[src/rtl/mips_isa_pkg.sv]
// MIPS ISA constants shared by the encoder (loader) side and the decoder side.
// Holds the opcode and funct constants, the op_sel enumeration, the request
// field payload struct and small word-packing helpers.
package mips_isa_pkg;

    localparam int unsigned WORD_W   = 32;
    localparam int unsigned REG_W    = 5;
    localparam int unsigned IMM_W    = 16;
    localparam int unsigned TARGET_W = 26;

    // Primary opcodes
    localparam logic [5:0] OPC_RTYPE = 6'h00;
    localparam logic [5:0] OPC_J     = 6'h02;
    localparam logic [5:0] OPC_BEQ   = 6'h04;
    localparam logic [5:0] OPC_ADDI  = 6'h08;
    localparam logic [5:0] OPC_LW    = 6'h23;
    localparam logic [5:0] OPC_SW    = 6'h2B;

    // R-type funct codes
    localparam logic [5:0] FUNCT_ADD = 6'h20;
    localparam logic [5:0] FUNCT_SUB = 6'h22;
    localparam logic [5:0] FUNCT_AND = 6'h24;
    localparam logic [5:0] FUNCT_OR  = 6'h25;
    localparam logic [5:0] FUNCT_SLT = 6'h2A;

    // Operation select; codes 10..15 are illegal
    typedef enum logic [3:0] {
        OPS_ADD  = 4'd0,
        OPS_SUB  = 4'd1,
        OPS_AND  = 4'd2,
        OPS_OR   = 4'd3,
        OPS_SLT  = 4'd4,
        OPS_LW   = 4'd5,
        OPS_SW   = 4'd6,
        OPS_BEQ  = 4'd7,
        OPS_ADDI = 4'd8,
        OPS_J    = 4'd9
    } op_sel_e;

    // Symbolic instruction fields carried with a request
    typedef struct packed {
        logic [REG_W-1:0]    rs;
        logic [REG_W-1:0]    rt;
        logic [REG_W-1:0]    rd;
        logic [IMM_W-1:0]    imm;
        logic [TARGET_W-1:0] target;
    } instr_fields_t;

    function automatic logic [WORD_W-1:0] enc_r(instr_fields_t f, logic [5:0] funct);
        return {OPC_RTYPE, f.rs, f.rt, f.rd, 5'h00, funct};
    endfunction

    function automatic logic [WORD_W-1:0] enc_i(instr_fields_t f, logic [5:0] opc);
        return {opc, f.rs, f.rt, f.imm};
    endfunction

    function automatic logic [WORD_W-1:0] enc_j(instr_fields_t f);
        return {OPC_J, f.target};
    endfunction

endpackage

[src/rtl/instr_word_encoder.sv]
// Combinational op_sel/fields -> 32-bit MIPS word mapping with a legal flag.
// Ports: op_sel_i (operation select), fields_i (register/imm/target fields),
//        enc_word_c (encoded word, 0 when illegal), legal_c (op_sel is legal).
module instr_word_encoder
    import mips_isa_pkg::*;
#(
    parameter int unsigned OPSEL_W = 4
) (
    input  logic [OPSEL_W-1:0] op_sel_i,
    input  instr_fields_t      fields_i,
    output logic [WORD_W-1:0]  enc_word_c,
    output logic               legal_c
);

    // Only the fields belonging to the instruction format are packed
    always_comb begin
        enc_word_c = '0;
        legal_c    = 1'b1;
        case (op_sel_i)
            OPSEL_W'(OPS_ADD):  enc_word_c = enc_r(fields_i, FUNCT_ADD);
            OPSEL_W'(OPS_SUB):  enc_word_c = enc_r(fields_i, FUNCT_SUB);
            OPSEL_W'(OPS_AND):  enc_word_c = enc_r(fields_i, FUNCT_AND);
            OPSEL_W'(OPS_OR):   enc_word_c = enc_r(fields_i, FUNCT_OR);
            OPSEL_W'(OPS_SLT):  enc_word_c = enc_r(fields_i, FUNCT_SLT);
            OPSEL_W'(OPS_LW):   enc_word_c = enc_i(fields_i, OPC_LW);
            OPSEL_W'(OPS_SW):   enc_word_c = enc_i(fields_i, OPC_SW);
            OPSEL_W'(OPS_BEQ):  enc_word_c = enc_i(fields_i, OPC_BEQ);
            OPSEL_W'(OPS_ADDI): enc_word_c = enc_i(fields_i, OPC_ADDI);
            OPSEL_W'(OPS_J):    enc_word_c = enc_j(fields_i);
            default:            legal_c    = 1'b0;
        endcase
    end

endmodule

[src/rtl/instr_encoder_loader.sv]
// Encodes symbolic instruction requests into MIPS words and writes them
// sequentially into instruction memory from a programmable base address.
// Ports: clk/reset (async active-high); start/base_addr open a session;
//   in_valid/in_ready/in_last + op_sel/rs/rt/rd/imm/target form the request
//   stream; imem_we/imem_addr/imem_wdata drive the memory write port;
//   word_count/busy/done/err_illegal report session status.
// Optional macro ENC_READBACK_EN adds imem_rdata/mismatch and a VERIFY state
//   that reads back each written word.
module instr_encoder_loader
    import mips_isa_pkg::*;
#(
    parameter int unsigned ADDR_W    = 32,
    parameter int unsigned MAX_WORDS = 256,
    parameter int unsigned OPSEL_W   = 4
) (
    input  logic                clk,
    input  logic                reset,
    input  logic                start,
    input  logic [ADDR_W-1:0]   base_addr,
    input  logic                in_valid,
    output logic                in_ready,
    input  logic                in_last,
    input  logic [OPSEL_W-1:0]  op_sel,
    input  logic [REG_W-1:0]    rs,
    input  logic [REG_W-1:0]    rt,
    input  logic [REG_W-1:0]    rd,
    input  logic [IMM_W-1:0]    imm,
    input  logic [TARGET_W-1:0] target,
    output logic                imem_we,
    output logic [ADDR_W-1:0]   imem_addr,
    output logic [WORD_W-1:0]   imem_wdata,
    output logic [ADDR_W-1:0]   word_count,
    output logic                busy,
    output logic                done,
`ifdef ENC_READBACK_EN
    input  logic [WORD_W-1:0]   imem_rdata,
    output logic                mismatch,
`endif
    output logic                err_illegal
);

    typedef enum logic [2:0] {
        ST_IDLE,
        ST_ACCEPT,
        ST_WRITE,
`ifdef ENC_READBACK_EN
        ST_VERIFY,
`endif
        ST_DONE
    } state_e;

    state_e              state_q, state_d;
    logic [ADDR_W-1:0]   addr_q, addr_d;
    logic [ADDR_W-1:0]   count_q, count_d;
    logic [WORD_W-1:0]   wdata_q, wdata_d;
    logic                last_q, last_d;
    logic                err_q, err_d;
    logic                ready_q, ready_d;
    logic                we_q, we_d;
    logic                busy_q, busy_d;
    logic                done_q, done_d;
`ifdef ENC_READBACK_EN
    logic                mismatch_q, mismatch_d;
`endif

    instr_fields_t       fields;
    logic [WORD_W-1:0]   enc_word;
    logic                enc_legal;
    logic                session_end;

    assign fields = '{rs: rs, rt: rt, rd: rd, imm: imm, target: target};

    instr_word_encoder #(.OPSEL_W(OPSEL_W)) u_enc (
        .op_sel_i   (op_sel),
        .fields_i   (fields),
        .enc_word_c (enc_word),
        .legal_c    (enc_legal)
    );

    // Session ends after the flagged last word or when the word cap is hit
    assign session_end = last_q || ((count_q + ADDR_W'(1)) == ADDR_W'(MAX_WORDS));

    // Next-state and status logic; status registers follow the next state
    always_comb begin
        state_d = state_q;
        addr_d  = addr_q;
        count_d = count_q;
        wdata_d = wdata_q;
        last_d  = last_q;
        err_d   = err_q;
`ifdef ENC_READBACK_EN
        mismatch_d = mismatch_q;
`endif
        case (state_q)
            ST_IDLE, ST_DONE: begin
                if (start) begin
                    addr_d  = base_addr & ~ADDR_W'(3);
                    count_d = '0;
                    err_d   = 1'b0;
`ifdef ENC_READBACK_EN
                    mismatch_d = 1'b0;
`endif
                    state_d = ST_ACCEPT;
                end
            end
            ST_ACCEPT: begin
                if (in_valid && ready_q) begin
                    if (enc_legal) begin
                        wdata_d = enc_word;
                        last_d  = in_last;
                        state_d = ST_WRITE;
                    end else begin
                        // Illegal requests are consumed and dropped
                        err_d = 1'b1;
                        if (in_last) begin
                            state_d = ST_DONE;
                        end
                    end
                end
            end
`ifdef ENC_READBACK_EN
            ST_WRITE: state_d = ST_VERIFY;
            ST_VERIFY: begin
                // Address is still held here, so rdata is the word just written
                if (imem_rdata != wdata_q) begin
                    mismatch_d = 1'b1;
                end
                addr_d  = addr_q + ADDR_W'(4);
                count_d = count_q + ADDR_W'(1);
                state_d = session_end ? ST_DONE : ST_ACCEPT;
            end
`else
            ST_WRITE: begin
                addr_d  = addr_q + ADDR_W'(4);
                count_d = count_q + ADDR_W'(1);
                state_d = session_end ? ST_DONE : ST_ACCEPT;
            end
`endif
            default: state_d = ST_IDLE;
        endcase

        ready_d = (state_d == ST_ACCEPT);
        we_d    = (state_d == ST_WRITE);
        done_d  = (state_d == ST_DONE);
        busy_d  = (state_d != ST_IDLE) && (state_d != ST_DONE);
    end

    // State and output registers
    always_ff @(posedge clk or posedge reset) begin
        if (reset) begin
            state_q <= ST_IDLE;
            addr_q  <= '0;
            count_q <= '0;
            wdata_q <= '0;
            last_q  <= 1'b0;
            err_q   <= 1'b0;
            ready_q <= 1'b0;
            we_q    <= 1'b0;
            busy_q  <= 1'b0;
            done_q  <= 1'b0;
`ifdef ENC_READBACK_EN
            mismatch_q <= 1'b0;
`endif
        end else begin
            state_q <= state_d;
            addr_q  <= addr_d;
            count_q <= count_d;
            wdata_q <= wdata_d;
            last_q  <= last_d;
            err_q   <= err_d;
            ready_q <= ready_d;
            we_q    <= we_d;
            busy_q  <= busy_d;
            done_q  <= done_d;
`ifdef ENC_READBACK_EN
            mismatch_q <= mismatch_d;
`endif
        end
    end

    assign in_ready    = ready_q;
    assign imem_we     = we_q;
    assign imem_addr   = addr_q;
    assign imem_wdata  = wdata_q;
    assign word_count  = count_q;
    assign busy        = busy_q;
    assign done        = done_q;
    assign err_illegal = err_q;
`ifdef ENC_READBACK_EN
    assign mismatch    = mismatch_q;
`endif

endmodule

[config.mk]
export PLATFORM = sky130hd
export DESIGN_NAME = instr_encoder_loader
export DESIGN_NICKNAME = d
export VERILOG_FILES = /design/src/rtl/mips_isa_pkg.sv /design/src/rtl/instr_word_encoder.sv /design/src/rtl/instr_encoder_loader.sv
export SDC_FILE = /design/constraint.sdc
export NUM_CORES = 1
export LEC_CHECK = 0
export BUFFER_PORTS_ARGS = -buffer_cell sky130_fd_sc_hd__buf_2
export CORE_MARGIN = 2
export CORE_UTILIZATION = 45
export DETAILED_ROUTE_END_ITERATION = 8
export PLACE_DENSITY = 0.81
export SYNTH_ARGS = -nofsm -noshare
export SYNTH_HDL_FRONTEND = slang
export SYNTH_SLANG_ARGS = --single-unit
[constraint.sdc]
create_clock -name clk -period 7.6 [get_ports clk]
set_clock_uncertainty 0.2 [all_clocks]
set_input_delay 0.38 -clock clk [delete_from_list [all_inputs] [get_ports clk]]
set_output_delay 0.38 -clock clk [all_outputs]
set_load 0.005 [all_outputs]
* Word level (Yosys, flattened, before mapping)
Cells that the tools add are included.
Word-level totals: register bits after elaboration 105, bits of input ports 98, output and inout port bits 101, word-level logic and storage cells 61
Cells by class: $add $sub $neg 2, equal/unequal tests 20, muxes and demuxes 16, reductions and logical operators 13
Operators by type and width (count):
- $pmux W32 S10 | 1
- $pmux W32 S2 | 2
- $mux W32 | 2
- $add A32 B1 Y32 const B | 1
- $add A32 B3 Y32 const B | 1
- $eq A32 B9 Y1 const B | 1
- $eq A4 B3 Y1 const B | 4
- $eq A3 B2 Y1 const B | 4
- $mux W3 | 4
- $reduce_or A10 Y1 | 1
- $pmux W3 S3 | 1
- $eq A4 B2 Y1 const B | 2
- $eq A4 B4 Y1 const B | 2
- $eq A3 B1 Y1 const B | 2
- $ne A2 B2 Y1 const B | 3
- $eq A4 B1 Y1 const B | 1
- $logic_not A4 Y1 | 1
- $mux W1 | 4
- $reduce_and A4 Y1 | 1
- $reduce_bool A2 Y1 | 2
- $logic_not A3 Y1 | 1
- $ne A3 B2 Y1 const B | 1
- $reduce_and A3 Y1 | 1
- $reduce_bool A3 Y1 | 1
- other kinds (6) | 7

* Depth between registers and ports, before layout
Gate-level depths: netlist of run 1.
depth in word-level cells 8, gate-level depth with buffers 9, depth with buffers taken out 8

* Hierarchy
Synthesis of run 1 repeated with hierarchy kept, for this count alone.
Second synthesis, totals: cell total of the unflattened synthesis 638, area total of the unflattened synthesis 5953.2 sq um
By module, submodules not included:
- instr_encoder_loader | times used 1, cells each 563, area each 5383.9 sq um, seq. area each 2577.5 sq um
- instr_word_encoder | times used 1, cells each 75, area each 569.3 sq um, seq. area each 0.0 sq um

* Worst setup path after synthesis of run 1
OpenSTA, ideal clock, no wires.
kind register to register, from register count_q[0], in the netlist word_count[0], to register busy_q, in the netlist busy, setup time 131 ps, data arrival time 2625 ps, data required time 7269 ps, path slack 4644 ps, cell stages (with the launch flop) 9, cell sequence dfrtp_1 > ha_1 > nand3_1 > or4_1 > or2_2 > xor2_1 > o211a_1 > a31oi_1 > or3b_1
On the way: word-level cells in the longest chain between the ends 7, elaborated cells on any way between the ends 8, classes of those cells add/sub: 1; eq/ne: 2; mux: 2; reduce/logical: 3
RTL lines:
- from (decl) | RTL line instr_encoder_loader.sv:54 | logic [ADDR_W-1:0] count_q, count_d;
- from (signal assigned) | RTL line instr_encoder_loader.sv:167 | count_q <= count_d;
- $add A32 B1 Y32 (*) | RTL line instr_encoder_loader.sv:81 | assign session_end = last_q || ((count_q + ADDR_W'(1)) == ADDR_W'(MAX_WORDS));
- $eq A32 B9 Y1 (*) | RTL line instr_encoder_loader.sv:81
- $logic_or A1 B1 Y1 (*) | RTL line instr_encoder_loader.sv:81
- $mux W2 (*) | RTL line instr_encoder_loader.sv:136 | state_d = session_end ? ST_DONE : ST_ACCEPT;
- $pmux W3 S3 (*) | RTL line instr_encoder_loader.sv:94 | case (state_q)
- $ne A3 B2 Y1 / $reduce_bool A3 Y1 (equally long branches) | RTL line instr_encoder_loader.sv:145 | busy_d = (state_d != ST_IDLE) && (state_d != ST_DONE);
- $logic_and A1 B1 Y1 (*) | RTL line instr_encoder_loader.sv:145
- via busy_d | RTL line instr_encoder_loader.sv:60 | logic busy_q, busy_d;
- to (signal assigned) | RTL line instr_encoder_loader.sv:173 | busy_q <= busy_d;
- to (decl) | RTL line instr_encoder_loader.sv:60
The timed path passes the listed nets; every way through them passes the cells marked *. A chain may end at the register's enable or synchronous reset.

* Worst setup path in the final report of run 1
Same ends and word-level chain as after synthesis.

==> metrics.md, run 1 <==
| Metric | Value |
|---|---|
| Outcome | `completed` |
| Share of cells above drive strength 1 | `0.2732` |
| Routability cong. | `0.9008` |
| Yosys warns | `0` |
| Worst path cell trace | `ha_1 > nand3_1 > nor4_1 > and3_2 > o2111ai_1 > a2111oi_4 > a31oi_1 > or3b_1` |
| DR pass1 iterations | `5` |
| Global-route wire length before repair | `28,690 microns` |
| Final Cycle Share | `0.4618` |
| Pwr dens | `203.3 nW/um^2` |
| CP max stage cell | `nor4_1` |
| Final Util | `0.5641` |
| Post-cts sizing count | `0` |
| Multi-input logic area | `3339 sq um` |
| Drt via density | `5.940` |
| Setup violations, final | `0` |
| Clock Pin Slew Worst Setup and Hold Paths | `0.07 ns` |
| Unique masters post-synth | `78` |
| Seq/Total Area, Yosys | `0.4072` |
| CTS Buf Count | `9` |
| Final wirelength | `17,970 microns` |
| Routed Antenna Nets | `0` |
| Gr ovfl total | `0` |
| Die span in y | `121.4 microns` |
| Deepest clock path buffer count | `2` |
| Routed length per instance | `16.47 microns` |
| Post-synth top cells | `dfrtp_1, nand2_1, o21ai_0` |
| Final setup margin | `4.090 ns` |
| HPWL Detailed | `12,560 microns` |
| Fill count | `1,233` |
| Worst slew pin tran | `1.189 ns` |
| Worst setup path start | `word_count[0]` |
| Top-area cell type share of the netlist area | `0.4072` |
| Synth-to-layout area growth | `21.31%` |
| WP buf/inv | `0` |
| CP arrival | `3.54 ns` |
| Rows | `42` |
| # port buffers | `193` |
| CTS root buffer | `clkbuf_16` |
| Syn_area_per_cell | `8.265 sq um` |
| Drt first-iter violations | `532` |
| Initial Util | `0.4650` |
| LEAKAGE | `3.506 nW` |
| Delay-heaviest family, CP | `simple AND/OR/NAND/NOR gates` |
| Post-synthesis cell area | `6207 sq um` |
| Max IR drop VDD | `113.0 uV` |
| WS Path Type | `reg -> reg` |
| RSZ-0062 raised after global routing | `false` |
| Vias in the first global route | `5,812` |
| Worst reg-to-reg path cell count | `8` |
| Crit path launch type | `flip-flop` |
| Total core area | `13,350 sq um` |
| Synth async-reset ratio | `1.000` |
| Hold WS | `0.03908 ns` |
| CTS tree | `built` |
| CP Depth | `8` |
| CP max stage delay | `0.61 ns` |
| Largest net degree at the start of global routing | `60` |
| Max-cap violations | `0` |
| R2R Setup Slk | `4.09 ns` |
| Hold Crit Class | `in -> reg` |
| I/O pins | `199` |
| N_diodes | `0` |
| Clock Latency Late Sink | `0.35 ns` |
| Seq. cell area | `2527 sq um` |
| Synth Instances | `751` |
| Slew headroom | `0.2075` |
| CP Max Fanout | `11` |
| FF-to-FF End | `busy` |
| Register bit total from synthesis | `101` |
| Sink Count | `101` |
| Post-route DRC | `0` |
| Tmin final | `3.510 ns` |
| EDFF count, synth | `0` |
| Synth area leader | `dfrtp_1` |
| Total GRT Usage | `0.2408` |
| Via count | `6,480` |
| Largest cells by area after synthesis | `dfrtp_1, o21ai_0, a21oi_1` |
| H-tree depth | `3` |
| Worst Setup EP | `busy` |
| CP Data Required Time | `7.63 ns` |
| Fmax | `284.9 MHz` |
| Total setup buffers inserted after CTS | `0` |
| Reg2Reg Launch Point | `word_count[0]` |
| Final slew viol count | `0` |
| Crit path capture type | `flip-flop` |
| Final hold vios | `0` |
| Ys flop type | `dfrtp_1` |
| Post-layout nets | `1,011` |
| Die area | `14,750 sq um` |
| Worst slack, placed | `4.185 ns` |
| Initial antenna violation count | `0` |
| Die X-Extent | `121.4 microns` |
| Final TNS setup | `0 ns` |
[registers in the layout, indices dropped and copies added (netlist names)]
name	flops
word_count	32
imem_addr	30
imem_wdata	30
state_q	3
busy	1
done	1
err_illegal	1
imem_we	1
in_ready	1
last_q	1
[through the flow]
step / area [sq um] / total power [W] / cells
after floorplan: 6218 / 0.0008724 / 754
after global placement: 7194 / 0.001024 / 1074
after detailed placement: 7194 / 0.001035 / 1074
after CTS: 7530 / 0.001544 / 1091
after global routing: 7530 / 0.001621 / 1091
final: 7530 / 0.001530 / 1091
[layer usage]
metal / up-vias / share of wire / GRT usage
met1: 3041 / 0.42 / 0.3096
met5: - / 0 / 0
li1: 3090 / - / -
met3: 29 / 0.092 / 0.05498
met2: 320 / 0.46 / 0.3947
met4: 0 / 0.023 / 0.09267
[worst min-delay path by stage]
| stage | startpoint | to | slack [ns] | cells past startpoint |
|---|---|---|---|---|
| global route | rt[4] | imem_wdata[20] | 0.04 | 3 |
| finish | rs[0] | imem_wdata[21] | 0.04 | 3 |
| global placement | imem_wdata[8] | imem_wdata[8] | 0.25 | 2 |
| floorplan | imem_wdata[10] | imem_wdata[10] | 0.26 | 2 |
| detailed placement | imem_wdata[6] | imem_wdata[6] | 0.26 | 2 |
| CTS | rs[0] | imem_wdata[21] | 0.03 | 3 |
[cell families (layout without fill, tap and decap cells)]
logic type / Yosys count / count (layout) / synth area share
AOI/OAI and AO/OA: 257 / 257 / 0.2568
and+or+nand+nor: 292 / 292 / 0.2439
DFF: 101 / 101 / 0.4072
other: 1 / 4 / 0.0006041
buffers and inverters: 80 / 241 / 0.06007
adders and majority gates: 3 / 3 / 0.006048
xor gates and xnor gates: 12 / 12 / 0.01693
muxes: 5 / 5 / 0.008466
[final cells by class]
type,instances,share of cell area
Clock buffer,10,0.03174
Clock inverter,6,0.01147
Inverter,25,0.01279
Multi-Input combinational cell,573,0.4435
Sequential cell,101,0.3357
Tap cell,176,0.02925
Timing Repair Buffer,200,0.1356
[worst reg2reg max path: cells and delay by family, from the launching register on]
family	cells	cell delay, ns
compound gates	3	0.71
fa+ha+maj	1	0.32
flops	1	0.57
simple gates	4	1.60
[power breakdown]
group / switching, W / leakage [nW] / internal [W] / total, W
combinational: 0.000168 / 2.08 / 0.000156 / 0.000324
sequential: 0.0000804 / 1.27 / 0.000621 / 0.000701
clock: 0.000208 / 0.158 / 0.000297 / 0.000505
total: 0.000456 / 3.51 / 0.00107 / 0.00153
[placed cells by master (no fill, tap or decap), types with 10 or more instances in the layout]
cell      instances
nor2_1           53
dfrtp_1         101
buf_2           193
a22oi_1          12
a222oi_1         10
nand4_1          19
inv_1            24
nand2_1         101
nand3_1          36
a21oi_1          77
o21ai_0          81
o22ai_1          16
[what timing repair did]
action | CTS | global route
hold endpoints to repair | 52 | 0
hold buffers | 1 | 0
setup endpoints to repair | 0 | 0
(Power assumes the default switching activity.)
==> run 2, diff against run 1 <==
--- a/config.mk
+++ b/config.mk
@@ -5,11 +5,12 @@
 export SDC_FILE = /design/constraint.sdc
 export NUM_CORES = 1
 export LEC_CHECK = 0
+export ABC_AREA = 1
 export BUFFER_PORTS_ARGS = -buffer_cell sky130_fd_sc_hd__buf_2
 export CORE_MARGIN = 2
 export CORE_UTILIZATION = 45
 export DETAILED_ROUTE_END_ITERATION = 8
-export PLACE_DENSITY = 0.81
+export PLACE_DENSITY = 0.84
 export SYNTH_ARGS = -nofsm -noshare
 export SYNTH_HDL_FRONTEND = slang
 export SYNTH_SLANG_ARGS = --single-unit
==> constraint.sdc (replaced) <==
create_clock -name clk -period 2.85 [get_ports clk]
set_clock_uncertainty 0.2 [all_clocks]
set_input_delay 0.1425 -clock clk [delete_from_list [all_inputs] [get_ports clk]]
set_output_delay 0.1425 -clock clk [all_outputs]
set_load 0.005 [all_outputs]
==> run 2 against run 1 <==
Die area barely moved; non-clock buffer count grew 87; combinational power grew to 2.8 times the previous value.
==> metrics.md, run 2 <==
| Metric | Value |
|---|---|
| Outcome | `completed (unchanged)` |
| Via count | `7,373 (was 6,480)` |
| Die span in y | `121.5 microns (was 121.4 microns)` |
| Worst slack, placed | `0.3215 ns (was 4.185 ns)` |
| CTS Buf Count | `9 (unchanged)` |
| Top-area cell type share of the netlist area | `0.4070 (was 0.4072)` |
| Register bit total from synthesis | `101 (unchanged)` |
| N_diodes | `0 (unchanged)` |
| Clock power frac | `0.323 (was 0.330)` |
| Synth area leader | `dfrtp_1 (unchanged)` |
| Final hold vios | `0 (unchanged)` |
| Setup violations, final | `0 (unchanged)` |
| Int Power | `0.002735 W (was 0.001074 W)` |
| Post-route DRC | `0 (unchanged)` |
| EDFF count, synth | `0 (unchanged)` |
| Crit path launch type | `primary input (was flip-flop)` |
| Unique masters post-synth | `40 (was 78)` |
| Final wirelength | `20,530 microns (was 17,970 microns)` |
| Total setup buffers inserted after CTS | `0 (unchanged)` |
| Initial antenna violation count | `0 (unchanged)` |
| Global-route wire length before repair | `33,510 microns (was 28,690 microns)` |
| Routed length per instance | `15.23 microns (was 16.47 microns)` |
| Slew headroom | `0.4754 (was 0.2075)` |
| Routed Antenna Nets | `0 (unchanged)` |
| Worst reg-to-reg path cell count | `10 (was 8)` |
| Hold WS | `0.03751 ns (was 0.03908 ns)` |
| Post-synth top cells | `nand2_1, inv_1, dfrtp_1 (was dfrtp_1, nand2_1, o21ai_0)` |
| Crit path capture type | `flip-flop (unchanged)` |
| Drt via density | `5.470 (was 5.940)` |
| RSZ-0062 raised after global routing | `false (unchanged)` |
| Die X-Extent | `121.5 microns (was 121.4 microns)` |
| Seq/Total Area, Yosys | `0.4070 (was 0.4072)` |
| Ys flop type | `dfrtp_1 (unchanged)` |
| Count leader, synth | `nand2_1` |
| Largest cells by area after synthesis | `dfrtp_1, nand2_1, inv_1 (was dfrtp_1, o21ai_0, a21oi_1)` |
| Synth Instances | `900 (was 751)` |
| Routability cong. | `0.9189 (was 0.9008)` |
| Logic gate share of total power | `0.229 (was 0.212)` |
| CP Data Required Time | `2.89 ns (was 7.63 ns)` |
| Hold_sp | `start (was rs[0])` |
| Clock Pin Slew Worst Setup and Hold Paths | `0.08 ns (was 0.07 ns)` |
| NetSw | `0.001244 W (was 0.0004565 W)` |
| H-tree depth | `3 (unchanged)` |
| Pwr dens | `466.0 nW/um^2 (was 203.3 nW/um^2)` |
| Drt first-iter violations | `726 (was 532)` |
| Gr ovfl total | `0 (unchanged)` |
| Fmax | `373.0 MHz` |
| Final setup margin | `0.1689 ns (was 4.090 ns)` |
| DR pass1 iterations | `6 (was 5)` |
| Total GRT Usage | `0.2838 (was 0.2408)` |
| Rows | `42 (unchanged)` |
| R2R Setup Slk | `0.22 ns (was 4.09 ns)` |
| Seq. cell area | `2530 sq um (was 2527 sq um)` |
| Final slew viol count | `0 (unchanged)` |
| FF-to-FF End | `imem_wdata[11] (was busy)` |
| CP arrival | `2.72 ns (was 3.54 ns)` |
| Multi-input logic area | `3143 sq um (was 3339 sq um)` |
| # port buffers | `193 (unchanged)` |
| Die area | `14,760 sq um (was 14,750 sq um)` |
| CTS tree | `built (unchanged)` |
| Non-filler cells in the finished layout | `1,348 (was 1,091)` |
| Post-synthesis cell area | `6210 sq um (was 6207 sq um)` |
| Share of cells above drive strength 1 | `0.2116 (was 0.2732)` |
| Hold Crit Class | `in -> reg (unchanged)` |
| I/O pins | `199 (unchanged)` |
| CTS root buffer | `clkbuf_16 (unchanged)` |
| Reg2Reg Launch Point | `state_q[1] (was word_count[0])` |
| Synth async-reset ratio | `1.000 (unchanged)` |
| Pwr Total | `0.003980 W (was 0.001530 W)` |
| Syn_area_per_cell | `6.900 sq um (was 8.265 sq um)` |
| Final Cycle Share | `0.9407` |
| HPWL Detailed | `13,150 microns (was 12,560 microns)` |
| Hold depth | `5 (was 3)` |
| Switching Share | `0.3127 (was 0.2982)` |
| LEAKAGE | `4.257 nW (was 3.506 nW)` |
| CP Max Fanout | `25 (was 11)` |
| Reg power frac | `0.448 (was 0.458)` |
| Vias in the first global route | `7,057 (was 5,812)` |
| Deepest clock path buffer count | `2 (unchanged)` |
| Clock Latency Late Sink | `0.35 ns (about the same)` |
| Post-layout nets | `1,268 (was 1,011)` |
| DP Cell Count | `1,245 (was 1,074)` |
| Total core area | `13,350 sq um (unchanged)` |
| Final TNS setup | `0 ns (unchanged)` |
| Most frequent cells in the layout | `nand2_1, buf_2, inv_1 (was buf_2, nand2_1, dfrtp_1)` |
| Worst Hold End | `err_illegal (was imem_wdata[21])` |
| Tmin final | `2.681 ns` |
| Flip-flop count of the largest register after layout | `32 (unchanged)` |
| Initial Util | `0.4652 (was 0.4650)` |
| Commonest non-fill, non-tap cell in the layout | `nand2_1 (was buf_2)` |
| Fill count | `1,126 (was 1,233)` |
| WS Path Type | `in -> reg (was reg -> reg)` |
| Largest net degree at the start of global routing | `68 (was 60)` |
| Synth-to-layout area growth | `37.52% (was 21.31%)` |
| Worst slew pin tran | `0.7840 ns (was 1.189 ns)` |
| Max-cap violations | `0 (unchanged)` |
| Sink Count | `101 (unchanged)` |
| Yosys warns | `0 (unchanged)` |
| Max IR drop VDD | `346.6 uV (was 113.0 uV)` |
-- run 2: cell types whose count changed in the layout (fill, tap and decap cells not counted), sizes merged, moves of 9 or more --
cell and delta:
a21oi -41, nand3 +32, nand2 +171, nand4 -11, and3 -13, dlygate4sd3 +86
or3 -9, inv +85, a222oi -10, nor2 +56
-- run 2: final cells by class --
| type | instances | share of cell area |
|---|---|---|
| clock buffers | 9 | 0.02637 |
| flip-flops and latches | 101 | 0.2963 |
| multi-input cells | 659 | 0.3681 |
| well taps | 176 | 0.02579 |
| inverters | 109 | 0.04923 |
| repair buffers | 287 | 0.2251 |
| clock inverters | 7 | 0.009231 |
-- run 2: kinds of logic after synthesis --
family,after synthesis,synth area share
compound gates,164,0.1519
xor+xnor,9,0.01269
simple gates,479,0.3306
fa+ha+maj,3,0.006045
other cells,1,0.0006039
buf+inv,143,0.09107
flops,101,0.4070
-- run 2: critical path, cell delays in order --
cell,delay (ns)
dlygate4sd3_1,0.54
buf_2,0.17
nand2_1,0.07
inv_1,0.06
nand2_1,0.13
clkinvlp_4,0.41
a21oi_1,0.36
nand3_1,0.11
dlygate4sd3_1,0.57
o21ai_0,0.10
inv_1,0.07
-- run 2: repair_timing --
action                                  CTS  global route
endpoints found under the hold margin    95             0
hold buffers                             87             0
endpoints found under the setup margin    0            17
gates resized for setup                   0            10
-- run 2: metrics by stage --
stage,util,area (sq um)
final,0.6398,8539
after global placement,0.5499,7340
after detailed placement,0.5499,7340
after global routing,0.6398,8539
after floorplan,-,6225
after CTS,0.6379,8514
-- run 2: per-layer routing --
layer	track usage	vias up	share of wire
met4	0.1480	0	0.045
met3	0.05169	80	0.092
met5	0	-	0
met2	0.4607	476	0.47
met1	0.3608	3344	0.39
li1	-	3473	-
-- run 2: how the worst max path moves through the flow --
stage	start	endpoint	slack, ns	cells past startpoint
global route	op_sel[0]	imem_wdata[11]	0.009	11
global placement	word_count[0]	busy	0.36	14
CTS	state_q[0]	imem_wdata[1]	0.15	9
finish	op_sel[0]	imem_wdata[11]	0.17	11
detailed placement	word_count[0]	busy	0.32	14
floorplan	imem_addr[2]	imem_addr[30]	0.70	14
-- run 2: power groups by stage --
stage / Clock, W / Sequential (W) / Combinational, W
6_report: 0.00129 / 0.00178 / 0.000911
5_1_grt: 0.00136 / 0.00180 / 0.00101
4_1_cts: 0.00130 / 0.00177 / 0.000870
3_5_place_dp: 0 / 0.00179 / 0.000745
3_3_place_gp: 0 / 0.00179 / 0.000721
2_1_floorplan: 0 / 0.00178 / 0.000391
